==> config.mk <==
export PLATFORM = sky130hd
export DESIGN_NAME = complex_div
export DESIGN_NICKNAME = d
export VERILOG_FILES = /design/src/rtl/complex_div_pkg.sv /design/src/rtl/complex_div_qdiv_serial.sv /design/src/rtl/complex_div.sv
export SDC_FILE = /design/constraint.sdc
export NUM_CORES = 2
export LEC_CHECK = 0
export CAP_MARGIN = 30
export CORE_MARGIN = 8
export CORE_UTILIZATION = 35
export CTS_BUF_LIST = sky130_fd_sc_hd__clkbuf_4 sky130_fd_sc_hd__clkbuf_8
export DETAILED_ROUTE_END_ITERATION = 8
export HOLD_SLACK_MARGIN = 0.06
export SYNTH_ARGS = -nofsm -noshare
export SYNTH_HDL_FRONTEND = slang
export SYNTH_HIERARCHICAL = 1
export SYNTH_SLANG_ARGS = --single-unit
==> constraint.sdc <==
create_clock -name i_clk -period 10.96 [get_ports i_clk]
set_input_delay 2.192 -clock i_clk [delete_from_list [all_inputs] [get_ports i_clk]]
set_output_delay 2.192 -clock i_clk [all_outputs]
set_load 0.01 [all_outputs]
==> src/rtl/complex_div_pkg.sv <==
// Shared fixed-point format constants and FSM encoding for the complex divider.
package complex_div_pkg;

    // Default word width and fractional bits (sign-magnitude, Q1.15 for N=16)
    localparam int CDIV_N = 16;
    localparam int CDIV_Q = CDIV_N - 1;

    // Largest representable magnitude; used when a quotient reaches 1.0
    localparam int CDIV_SAT_MAG = (2 ** (CDIV_N - 1)) - 1;

    // Controller state encoding
    localparam logic [1:0] ST_IDLE = 2'd0;
    localparam logic [1:0] ST_PROD = 2'd1;
    localparam logic [1:0] ST_DIV  = 2'd2;
    localparam logic [1:0] ST_DONE = 2'd3;

endpackage

==> src/rtl/complex_div_qdiv_serial.sv <==
// Single-channel restoring divider: floor(|num| * 2^Q / den), one quotient
// bit per step, MSB first. The result is presented combinationally from the
// bit being decided this cycle, so the owner latches it on the final step.
module qdiv_serial
    import complex_div_pkg::*;
#(
    parameter int N = CDIV_N,
    parameter int Q = CDIV_Q
) (
    input  logic           i_clk,
    input  logic           i_rst,
    input  logic           i_load,
    input  logic           i_step,
    input  logic           i_sign,
    input  logic [2*N-2:0] i_num,
    input  logic [2*N-2:0] i_den,
    output logic [N-1:0]   o_res,
    output logic           o_ovf
);

    // Room for both |num| << Q and den << (N-1)
    localparam int SH = (Q > N - 1) ? Q : N - 1;
    localparam int W  = 2 * N - 1 + SH;
    localparam logic [N-2:0] SAT_MAG = '1;

    logic [W-1:0] r_rem;
    logic [W-1:0] r_dsh;
    logic [N-2:0] r_q;
    logic         r_sign;

    logic         w_ge;
    logic [N-1:0] w_q_nxt;
    logic [N-2:0] w_mag;

    // Only N-1 bits are kept; the last bit comes straight from the compare.
    // A set integer bit implies quotient >= 1, so saturation is exact even
    // when the true quotient exceeds N bits.
    assign w_ge    = (r_rem >= r_dsh);
    assign w_q_nxt = {r_q, w_ge};
    assign o_ovf   = w_q_nxt[N-1];
    assign w_mag   = o_ovf ? SAT_MAG : w_q_nxt[N-2:0];
    assign o_res   = {r_sign & (|w_mag), w_mag};

    // Load operands, then shift-subtract once per step
    always_ff @(posedge i_clk or posedge i_rst) begin
        if (i_rst) begin
            r_rem  <= '0;
            r_dsh  <= '0;
            r_q    <= '0;
            r_sign <= 1'b0;
        end else if (i_load) begin
            r_rem  <= {{SH{1'b0}}, i_num} << Q;
            r_dsh  <= {{SH{1'b0}}, i_den} << (N - 1);
            r_q    <= '0;
            r_sign <= i_sign;
        end else if (i_step) begin
            if (w_ge)
                r_rem <= r_rem - r_dsh;
            r_dsh <= r_dsh >> 1;
            r_q   <= w_q_nxt[N-2:0];
        end
    end

endmodule

==> src/rtl/complex_div.sv <==
// Sign-magnitude complex divider (a+ib)/(c+id): full-precision products in
// one cycle, then two serial dividers for the real and imaginary parts.
module complex_div
    import complex_div_pkg::*;
#(
    parameter int N = CDIV_N,
    parameter int Q = N - 1
) (
    input  logic         i_clk,
    input  logic         i_rst,
    input  logic         i_start,
    input  logic [N-1:0] i_a,
    input  logic [N-1:0] i_b,
    input  logic [N-1:0] i_c,
    input  logic [N-1:0] i_d,
    output logic [N-1:0] o_re,
    output logic [N-1:0] o_im,
    output logic         o_busy,
    output logic         o_done,
    output logic         o_ovr,
    output logic         o_dbz
);

    localparam int CW = $clog2(N + 1);
    localparam logic [CW-1:0] LAST = CW'(N - 1);

    logic [1:0]    r_state;
    logic [CW-1:0] r_cnt;
    logic [N-1:0]  r_a, r_b, r_c, r_d;
    logic [N-1:0]  r_re, r_im;
    logic          r_done, r_ovr, r_dbz;

    // Magnitudes and signs; negative zero collapses to +0
    logic [N-2:0] w_ma, w_mb, w_mc, w_md;
    logic         w_sa, w_sb, w_sc, w_sd;

    assign w_ma = r_a[N-2:0];
    assign w_mb = r_b[N-2:0];
    assign w_mc = r_c[N-2:0];
    assign w_md = r_d[N-2:0];
    assign w_sa = r_a[N-1] & (|w_ma);
    assign w_sb = r_b[N-1] & (|w_mb);
    assign w_sc = r_c[N-1] & (|w_mc);
    assign w_sd = r_d[N-1] & (|w_md);

    // Full-width magnitude products
    logic [2*N-3:0] w_ac, w_bd, w_bc, w_ad, w_cc, w_dd;

    assign w_ac = {{(N-1){1'b0}}, w_ma} * {{(N-1){1'b0}}, w_mc};
    assign w_bd = {{(N-1){1'b0}}, w_mb} * {{(N-1){1'b0}}, w_md};
    assign w_bc = {{(N-1){1'b0}}, w_mb} * {{(N-1){1'b0}}, w_mc};
    assign w_ad = {{(N-1){1'b0}}, w_ma} * {{(N-1){1'b0}}, w_md};
    assign w_cc = {{(N-1){1'b0}}, w_mc} * {{(N-1){1'b0}}, w_mc};
    assign w_dd = {{(N-1){1'b0}}, w_md} * {{(N-1){1'b0}}, w_md};

    // Product as a two's-complement term wide enough for the sum of two
    function automatic logic [2*N-1:0] f_term(input logic s, input logic [2*N-3:0] p);
        logic [2*N-1:0] t;
        t = {2'b00, p};
        return s ? (~t + 1'b1) : t;
    endfunction

    logic [2*N-1:0] w_nre, w_nim;
    logic [2*N-2:0] w_mre, w_mim, w_den;

    assign w_nre = f_term(w_sa ^ w_sc, w_ac) + f_term(w_sb ^ w_sd, w_bd);
    assign w_nim = f_term(w_sb ^ w_sc, w_bc) + f_term(~(w_sa ^ w_sd), w_ad);
    // |sum| < 2^(2N-1), so negating the low bits alone is exact
    assign w_mre = w_nre[2*N-1] ? (~w_nre[2*N-2:0] + 1'b1) : w_nre[2*N-2:0];
    assign w_mim = w_nim[2*N-1] ? (~w_nim[2*N-2:0] + 1'b1) : w_nim[2*N-2:0];
    assign w_den = {1'b0, w_cc} + {1'b0, w_dd};

    logic         w_dbz, w_load, w_step;
    logic [N-1:0] w_re, w_im;
    logic         w_ovf_re, w_ovf_im;

    assign w_dbz  = (w_den == '0);
    assign w_load = (r_state == ST_PROD) && !w_dbz;
    assign w_step = (r_state == ST_DIV);

    qdiv_serial #(.N(N), .Q(Q)) u_div_re (
        .i_clk  (i_clk),
        .i_rst  (i_rst),
        .i_load (w_load),
        .i_step (w_step),
        .i_sign (w_nre[2*N-1]),
        .i_num  (w_mre),
        .i_den  (w_den),
        .o_res  (w_re),
        .o_ovf  (w_ovf_re)
    );

    qdiv_serial #(.N(N), .Q(Q)) u_div_im (
        .i_clk  (i_clk),
        .i_rst  (i_rst),
        .i_load (w_load),
        .i_step (w_step),
        .i_sign (w_nim[2*N-1]),
        .i_num  (w_mim),
        .i_den  (w_den),
        .o_res  (w_im),
        .o_ovf  (w_ovf_im)
    );

    // Controller: capture, product, N divide steps, one-cycle done
    always_ff @(posedge i_clk or posedge i_rst) begin
        if (i_rst) begin
            r_state <= ST_IDLE;
            r_cnt   <= '0;
            r_a     <= '0;
            r_b     <= '0;
            r_c     <= '0;
            r_d     <= '0;
            r_re    <= '0;
            r_im    <= '0;
            r_done  <= 1'b0;
            r_ovr   <= 1'b0;
            r_dbz   <= 1'b0;
        end else begin
            case (r_state)
                ST_IDLE: begin
                    r_done <= 1'b0;
                    if (i_start) begin
                        r_a     <= i_a;
                        r_b     <= i_b;
                        r_c     <= i_c;
                        r_d     <= i_d;
                        r_state <= ST_PROD;
                    end
                end
                ST_PROD: begin
                    r_cnt <= '0;
                    if (w_dbz) begin
                        r_re    <= '0;
                        r_im    <= '0;
                        r_ovr   <= 1'b0;
                        r_dbz   <= 1'b1;
                        r_done  <= 1'b1;
                        r_state <= ST_DONE;
                    end else begin
                        r_state <= ST_DIV;
                    end
                end
                ST_DIV: begin
                    r_cnt <= r_cnt + 1'b1;
                    if (r_cnt == LAST) begin
                        r_re    <= w_re;
                        r_im    <= w_im;
                        r_ovr   <= w_ovf_re | w_ovf_im;
                        r_dbz   <= 1'b0;
                        r_done  <= 1'b1;
                        r_state <= ST_DONE;
                    end
                end
                default: begin
                    r_done  <= 1'b0;
                    r_state <= ST_IDLE;
                end
            endcase
        end
    end

    assign o_re   = r_re;
    assign o_im   = r_im;
    assign o_busy = (r_state != ST_IDLE);
    assign o_done = r_done;
    assign o_ovr  = r_ovr;
    assign o_dbz  = r_dbz;

endmodule
After elaboration in Yosys (flattened, before gate mapping):

Cells that the tools add are included.

* output and inout port bits: 36
* input port bits: 67
* bits in registers: 322
* word-level logic and storage cells: 123

* $lt $le $gt $ge: 2
* equal/unequal tests: 6
* reduce and logical (&&, ||, !) cells: 21
* bitwise logic cells: 17
* add/subtract/negate cells: 12
* $mul: 6
* muxes and demuxes: 40

Operator list (count)
* 46-bit 2-to-1 mux: 10
* 15-bit by 15-bit multiplier with 30-bit output: 6
* 32-bit by 1-bit adder with 32-bit output, second input constant: 4
* 32-bit 2-to-1 mux: 4
* 30-bit NOT with 32-bit output: 4
* 46-bit >= comparator: 2
* 46-bit subtractor: 2
* 15-bit 2-to-1 mux: 6
* 15-bit OR reduction: 6
* 32-bit adder: 2
* 16-bit case mux with 2 select lines: 2
* 31-bit by 1-bit adder with 31-bit output, second input constant: 2
* 31-bit 2-to-1 mux: 2
* 31-bit NOT: 2
* 16-bit 2-to-1 mux: 3
* 30-bit by 30-bit adder with 31-bit output: 1
* 31-bit zero test: 1
* 5-bit case mux with 2 select lines: 1
* 2-bit AND reduction: 5
* 2-bit nonzero test: 5
* 1-bit AND: 6
* 1-bit 2-to-1 mux: 6
* 2-bit != test, second input constant: 3
* 1-bit case mux with 2 select lines: 3
* other kinds (12): 16

Logic depth before layout (Yosys ltp):

* depth after elaboration: 9
* mapped depth: 46
* mapped depth without buffers: 43

Hierarchy:

The synthesis kept the hierarchy.

By module, submodules not included
* complex_div: instances 1, area each 54601.1 um2, sequential area each 2652.5 um2, cells an instance 6333
* qdiv_serial: instances 2, area each 7831.3 um2, sequential area each 2702.6 um2, cells an instance 901

Least setup slack after synthesis:

Ideal clock, no wire load.

* path type: register -> register
* from: register r_d[0]
* to: register u_div_im.r_rem[39]
* slack: 1.498 ns
* required time: 10.834 ns
* cell stages (with the launch flop): 42
* arrival time: 9.336 ns
* path buffers: 4
* cells stage by stage: dfrtp_1 > clkbuf_1 > clkbuf_1 > and2_1 > fa_1 > inv_1 > fa_1 > inv_1 > fa_1 > inv_1 > fa_1 > inv_1 > fa_1 > inv_1 > fa_1 > inv_1 > ha_1 > nand2_1 > [... 6 more ...] > xnor2_1 > ha_1 > clkbuf_1 > a21o_1 > a21o_1 > a21oi_1 > o31ai_1 > a31oi_1 > o21ai_0 > a21o_1 > nand2_1 > a21oi_1 > xnor2_2 > xnor2_1 > buf_2 > o21ai_1 > xnor2_1 > a221o_1

* word-level cells in the longest chain between the ends: 9
* elaborated cells on any way between the ends: 20
* those cells by class: add/sub (4); mul (2); mux (3); bitwise (4); reduce/logical (7)

Ends and longest elaborated chain
* from (decl): line complex_div.sv:29 `logic [N-1:0] r_a, r_b, r_c, r_d;`
* from (signal assigned): line complex_div.sv:127 `r_d <= i_d;`
* 15-bit by 15-bit multiplier with 30-bit output or 15-bit OR reduction (tied branches): line complex_div.sv:52, complex_div.sv:44
* 30-bit NOT with 32-bit output or 1-bit AND (tied branches): line complex_div.sv:60, complex_div.sv:44
* 32-bit by 1-bit adder with 32-bit output or 1-bit bitwise XOR (tied branches): line complex_div.sv:60, complex_div.sv:67
* 32-bit 2-to-1 mux *: line complex_div.sv:60 `return s ? (~t + 1'b1) : t;`
* 32-bit adder *: line complex_div.sv:67 `assign w_nim = f_term(w_sb ^ w_sc, w_bc) + f_term(~(w_sa ^ w_sd), w_ad);`
* 31-bit NOT: line complex_div.sv:70 `assign w_mim = w_nim[2*N-1] ? (~w_nim[2*N-2:0] + 1'b1) : w_nim[2*N-2:0];`
* 31-bit by 1-bit adder with 31-bit output: line complex_div.sv:70
* 31-bit 2-to-1 mux *: line complex_div.sv:70
* via w_mim[24]: line complex_div.sv:64 `logic [2*N-2:0] w_mre, w_mim, w_den;`
* 46-bit 2-to-1 mux *: line complex_div_qdiv_serial.sv:51 `end else if (i_load) begin`
* to (signal assigned): line complex_div_qdiv_serial.sv:52 `r_rem <= {{SH{1'b0}}, i_num} << Q;`
* to (signal assigned): line complex_div_qdiv_serial.sv:58 `r_rem <= r_rem - r_dsh;`
* to (decl): line complex_div_qdiv_serial.sv:26 `logic [W-1:0] r_rem;`

The timed path passes the listed nets; every way through them passes the cells marked *.
A chain may end at the register's enable or synchronous reset.

Worst setup path after layout:

* from: register r_d[1]
* to: register u_div_re.r_rem[26]

* word-level cells in the longest chain between the ends: 9
* elaborated cells on any way between the ends: 20
* those cells by class: add/sub (4); mul (2); mux (3); bitwise (4); reduce/logical (7)

Ends and longest elaborated chain
* 15-bit by 15-bit multiplier with 30-bit output or 15-bit OR reduction (tied branches): line complex_div.sv:50, complex_div.sv:44
* 30-bit NOT with 32-bit output or 1-bit AND (tied branches): line complex_div.sv:60, complex_div.sv:44
* 32-bit by 1-bit adder with 32-bit output or 1-bit bitwise XOR (tied branches): line complex_div.sv:60, complex_div.sv:66
* 32-bit 2-to-1 mux *: line complex_div.sv:60
* 32-bit adder *: line complex_div.sv:66 `assign w_nre = f_term(w_sa ^ w_sc, w_ac) + f_term(w_sb ^ w_sd, w_bd);`
* 31-bit NOT: line complex_div.sv:69 `assign w_mre = w_nre[2*N-1] ? (~w_nre[2*N-2:0] + 1'b1) : w_nre[2*N-2:0];`
* 31-bit by 1-bit adder with 31-bit output: line complex_div.sv:69
* 31-bit 2-to-1 mux *: line complex_div.sv:69
* via w_mre[11]: line complex_div.sv:64
* 46-bit 2-to-1 mux *: line complex_div_qdiv_serial.sv:51
* to (signal assigned): line complex_div_qdiv_serial.sv:52
* to (signal assigned): line complex_div_qdiv_serial.sv:58
* to (decl): line complex_div_qdiv_serial.sv:26

Marks and branches as above.

==> impl_summary.txt <==
----------------------------------------------------
[Status]
  Run status ... completed

[Setup path]
  Arrival time at the worst endpoint ... 11.13 ns
  Worst setup path category ... reg2reg
  Last element of the critical path ... u_div_re/r_rem[26]
  Category of the worst setup path launch point ... register
  CP max-delay cell ... dfrtp_1
  Library cell appearing most often on the critical path ... inv_1
  Max FO, Critical Path ... 23
  Critical Path End Type ... register
  Worst flop-to-flop path endpoint ... u_div_re/r_rem[26]
  Register-to-Register Setup Slack ... 0.47 ns
  Worst Reg2Reg Path Length in Cells ... 40
  Worst r2r src ... r_d[1]
  Worst EP required ... 11.60 ns
  Timing startpoint of the critical path ... r_d[1]
  Biggest cell delay along the critical path ... 0.59 ns

[STA]
  Maximum clock frequency ... 95.3 MHz
  Hold Fails Final Rpt ... 0
  Setup Total Neg Slack ... 0 ns
  Worst-Margin Slew ... 1.08 ns
  Max-slew violation count ... 0
  Worst-case headroom to the max-slew limit ... 27.9%
  Setup violators final ... 0
  Shortest clock period the worst path allows after layout ... 10.49 ns
  Ratio of final minimum period to clock period ... 95.7%
  Worst clock skew ... 0.0743 ns
  Worst hold margin ... 0.500 ns
  RSZ-0062 raised after global routing ... false

[GRT]
  Number of global-route vias before repair ... 57.6k
  Wire length of the first global-routing pass ... 335000 um
  Global route total overflow ... 0
  Combined global-route utilization of all metal layers ... 19.4%
  Largest net degree at the start of global routing ... 71
  Initial antenna violation count ... 5

[Synthesis]
  Cell area after synthesis ... 0.0703 mm^2
  Library cell with the highest instance count after synthesis ... inv_1
  Proportion of synthesized chip area in sequential cells ... 11.5%
  Number of warning messages in the yosys log ... 6
  Cells after Synth ... 8135
  Number of flops mapped to enable cells by yosys ... 0
  Prevailing post-synth register cell ... dfrtp_1
  Top cells by count, synth ... inv_1, fa_1, nand2_1
  Asr flop ratio synth ... 100%
  Post-synthesis area per instance ... 8.64 um^2
  Area share of the largest cell type after synthesis ... 28.5%
  Number of nets in the synthesized netlist ... 9914
  Register bit total from synthesis ... 322
  Synth unique cells ... 106
  Cell type contributing the most total cell area after synthesis ... fa_1
  Area contributors post-synth ... fa_1, ha_1, dfrtp_1, inv_1, and2_1

[Cells and area]
  Sequential cell area ... 0.00808 mm^2
  Number of filler instances in the final layout ... 20.4k
  Area Overhead vs Synth ... 7.93%
  Share of post-route cells with drive strength above 1 ... 6.06%
  Footprint of the multi-input gates ... 0.0554 mm^2
  Total Nets Final ... 9819
  Count of placed standard cells in the final layout, fillers left out ... 10.7k

[Clock tree]
  Maximum clock path buffer count ... 3
  Clock latency at the later pin of the worst-skew pair ... 0.78 ns
  Reg clk slew, reported paths ... 0.07 ns
  Root buffer cell ... clkbuf_8
  Post-CTS Hold Fix Bufs ... 0
  Level count of the clock H-tree ... 2
  Cts bufs inserted ... 58
  CTS tree ... done
  Number of clock sinks ... 322

[Place]
  Buffers on Ports ... 102
  DP Wirelength ... 176000 um
  Number of instances in the placed design ... 10.6k
  RePlAce Congestion ... 0.958

[Die]
  Die Outline Area ... 0.215 mm^2
  Placeable core area ... 0.200 mm^2
  Die W ... 464 um
  # IOs ... 103
  Die height ... 464 um
  Number of rows in the core area ... 164
  Initial core utilization ... 35.2%

[Routing]
  DR vias ... 56.1k
  Count of routing violations after the opening detailed-route iteration ... 4504
  Routed wirelength normalized by instance count ... 19.9 um
  Total wirelength of the detailed-routed design ... 214000 um
  Drt pass-1 iters ... 6
  DRC errors left ... 0
  Routed via count divided by cell count ... 5.22
  Antenna viol nets, final ... 0

[Job]
  Maximum capacitance violations ... 0

[Min path]
  Hold Path Class ... reg2reg

----------------------------------------------------
## per-stage QoR
stage | utilization, % | cell area [um^2] | setup WS, ns
final | 38.0 | 75800 | 0.471
after global routing | 38.0 | 75800 | 0.00829
after CTS | 38.0 | 75800 | 0.583
after detailed placement | 37.2 | 74300 | 0.597
after global placement | 37.2 | 74300 | 0.798
after floorplan | - | 70300 | 1.50
## worst min path at each step
stage                   from  endpoint  slack, ns  cells after the start
floorplan            r_a[15]   r_a[15]       0.48                      1
global placement       o_ovr     o_ovr       0.49                      1
detailed placement   o_re[8]   o_re[8]       0.50                      1
CTS                  o_re[8]   o_re[8]       0.51                      1
global route        o_im[11]  o_im[11]       0.52                      1
finish               o_re[8]   o_re[8]       0.50                      1
## state kept, by name (all words and copies together) (netlist names)
| signal | flops |
|---|---|
| o_ovr | 1 |
| u_div_im/r_rem | 46 |
| o_done | 1 |
| r_d | 16 |
| o_dbz | 1 |
| r_cnt | 5 |
| u_div_im/r_q | 15 |
| u_div_re/r_rem | 46 |
| u_div_im/r_dsh | 46 |
| u_div_re/r_dsh | 46 |
| u_div_re/r_sign | 1 |
| u_div_im/r_sign | 1 |
| r_state | 2 |
| u_div_re/r_q | 15 |
| o_re | 16 |
| r_b | 16 |
| r_c | 16 |
| r_a | 16 |
| o_im | 16 |
## area by class of cell
type | instances | share of cell area, %
flip-flops and latches | 322 | 10.7
diodes | 3 | 0.00990
multi-input cells | 6010 | 73.0
clock inverters | 24 | 0.548
inverters | 1382 | 6.86
clock buffers | 84 | 1.46
well taps | 2656 | 4.38
repair buffers | 266 | 3.09
## critical path, delay by kind of cell, from the launching register on
kind / cells / cell delay, ns
adder cells (fa/ha/maj): 8 / 3.90
AO/OA/AOI/OAI: 13 / 2.77
AND/OR/NAND/NOR: 6 / 1.47
XOR/XNOR: 5 / 0.90
buffers and inverters: 8 / 0.74
flip-flops: 1 / 0.59
## per-layer routing
metal	track usage [%]	share of wire, %	vias to the layer above
met1	26.4	44	28000
met5	0	0.0061	-
met2	31.5	46	1898
li1	-	-	25800
met3	3.22	7.0	335
met4	6.27	4.0	2
## cells in the final DEF (no fill, tap or decap), types with 102 or more instances in the layout
| cell type | n |
|---|---|
| fa_1 | 1001 |
| ha_1 | 710 |
| buf_4 | 157 |
| o21ai_0 | 245 |
| nand2_1 | 884 |
| inv_1 | 1377 |
| clkdlybuf4s50_1 | 102 |
| xnor2_1 | 276 |
| xor2_1 | 172 |
| a21oi_1 | 350 |
| nor2_1 | 338 |
| mux2i_1 | 165 |
| and2_1 | 637 |
| dfrtp_1 | 307 |
| a21o_1 | 113 |
## timing repair
item | 4_1_cts | 5_1_grt
buffers inserted | 0 | 0
resized for setup | 0 | 4
endpoints found under the setup margin | 0 | 18
endpoints found under the hold margin | 0 | 0
## cells by family after synthesis
kind of cell    synth area share [%]
mux                             3.49
xor+xnor                        5.72
simple gates                    17.2
buf+inv                         9.83
fa+ha+maj                       41.2
flops                           11.5
compound gates                  11.1
Power is left out: the tool's default activity adds up to more than one toggle a clock period on the data nets, which glitch-free logic cannot reach.
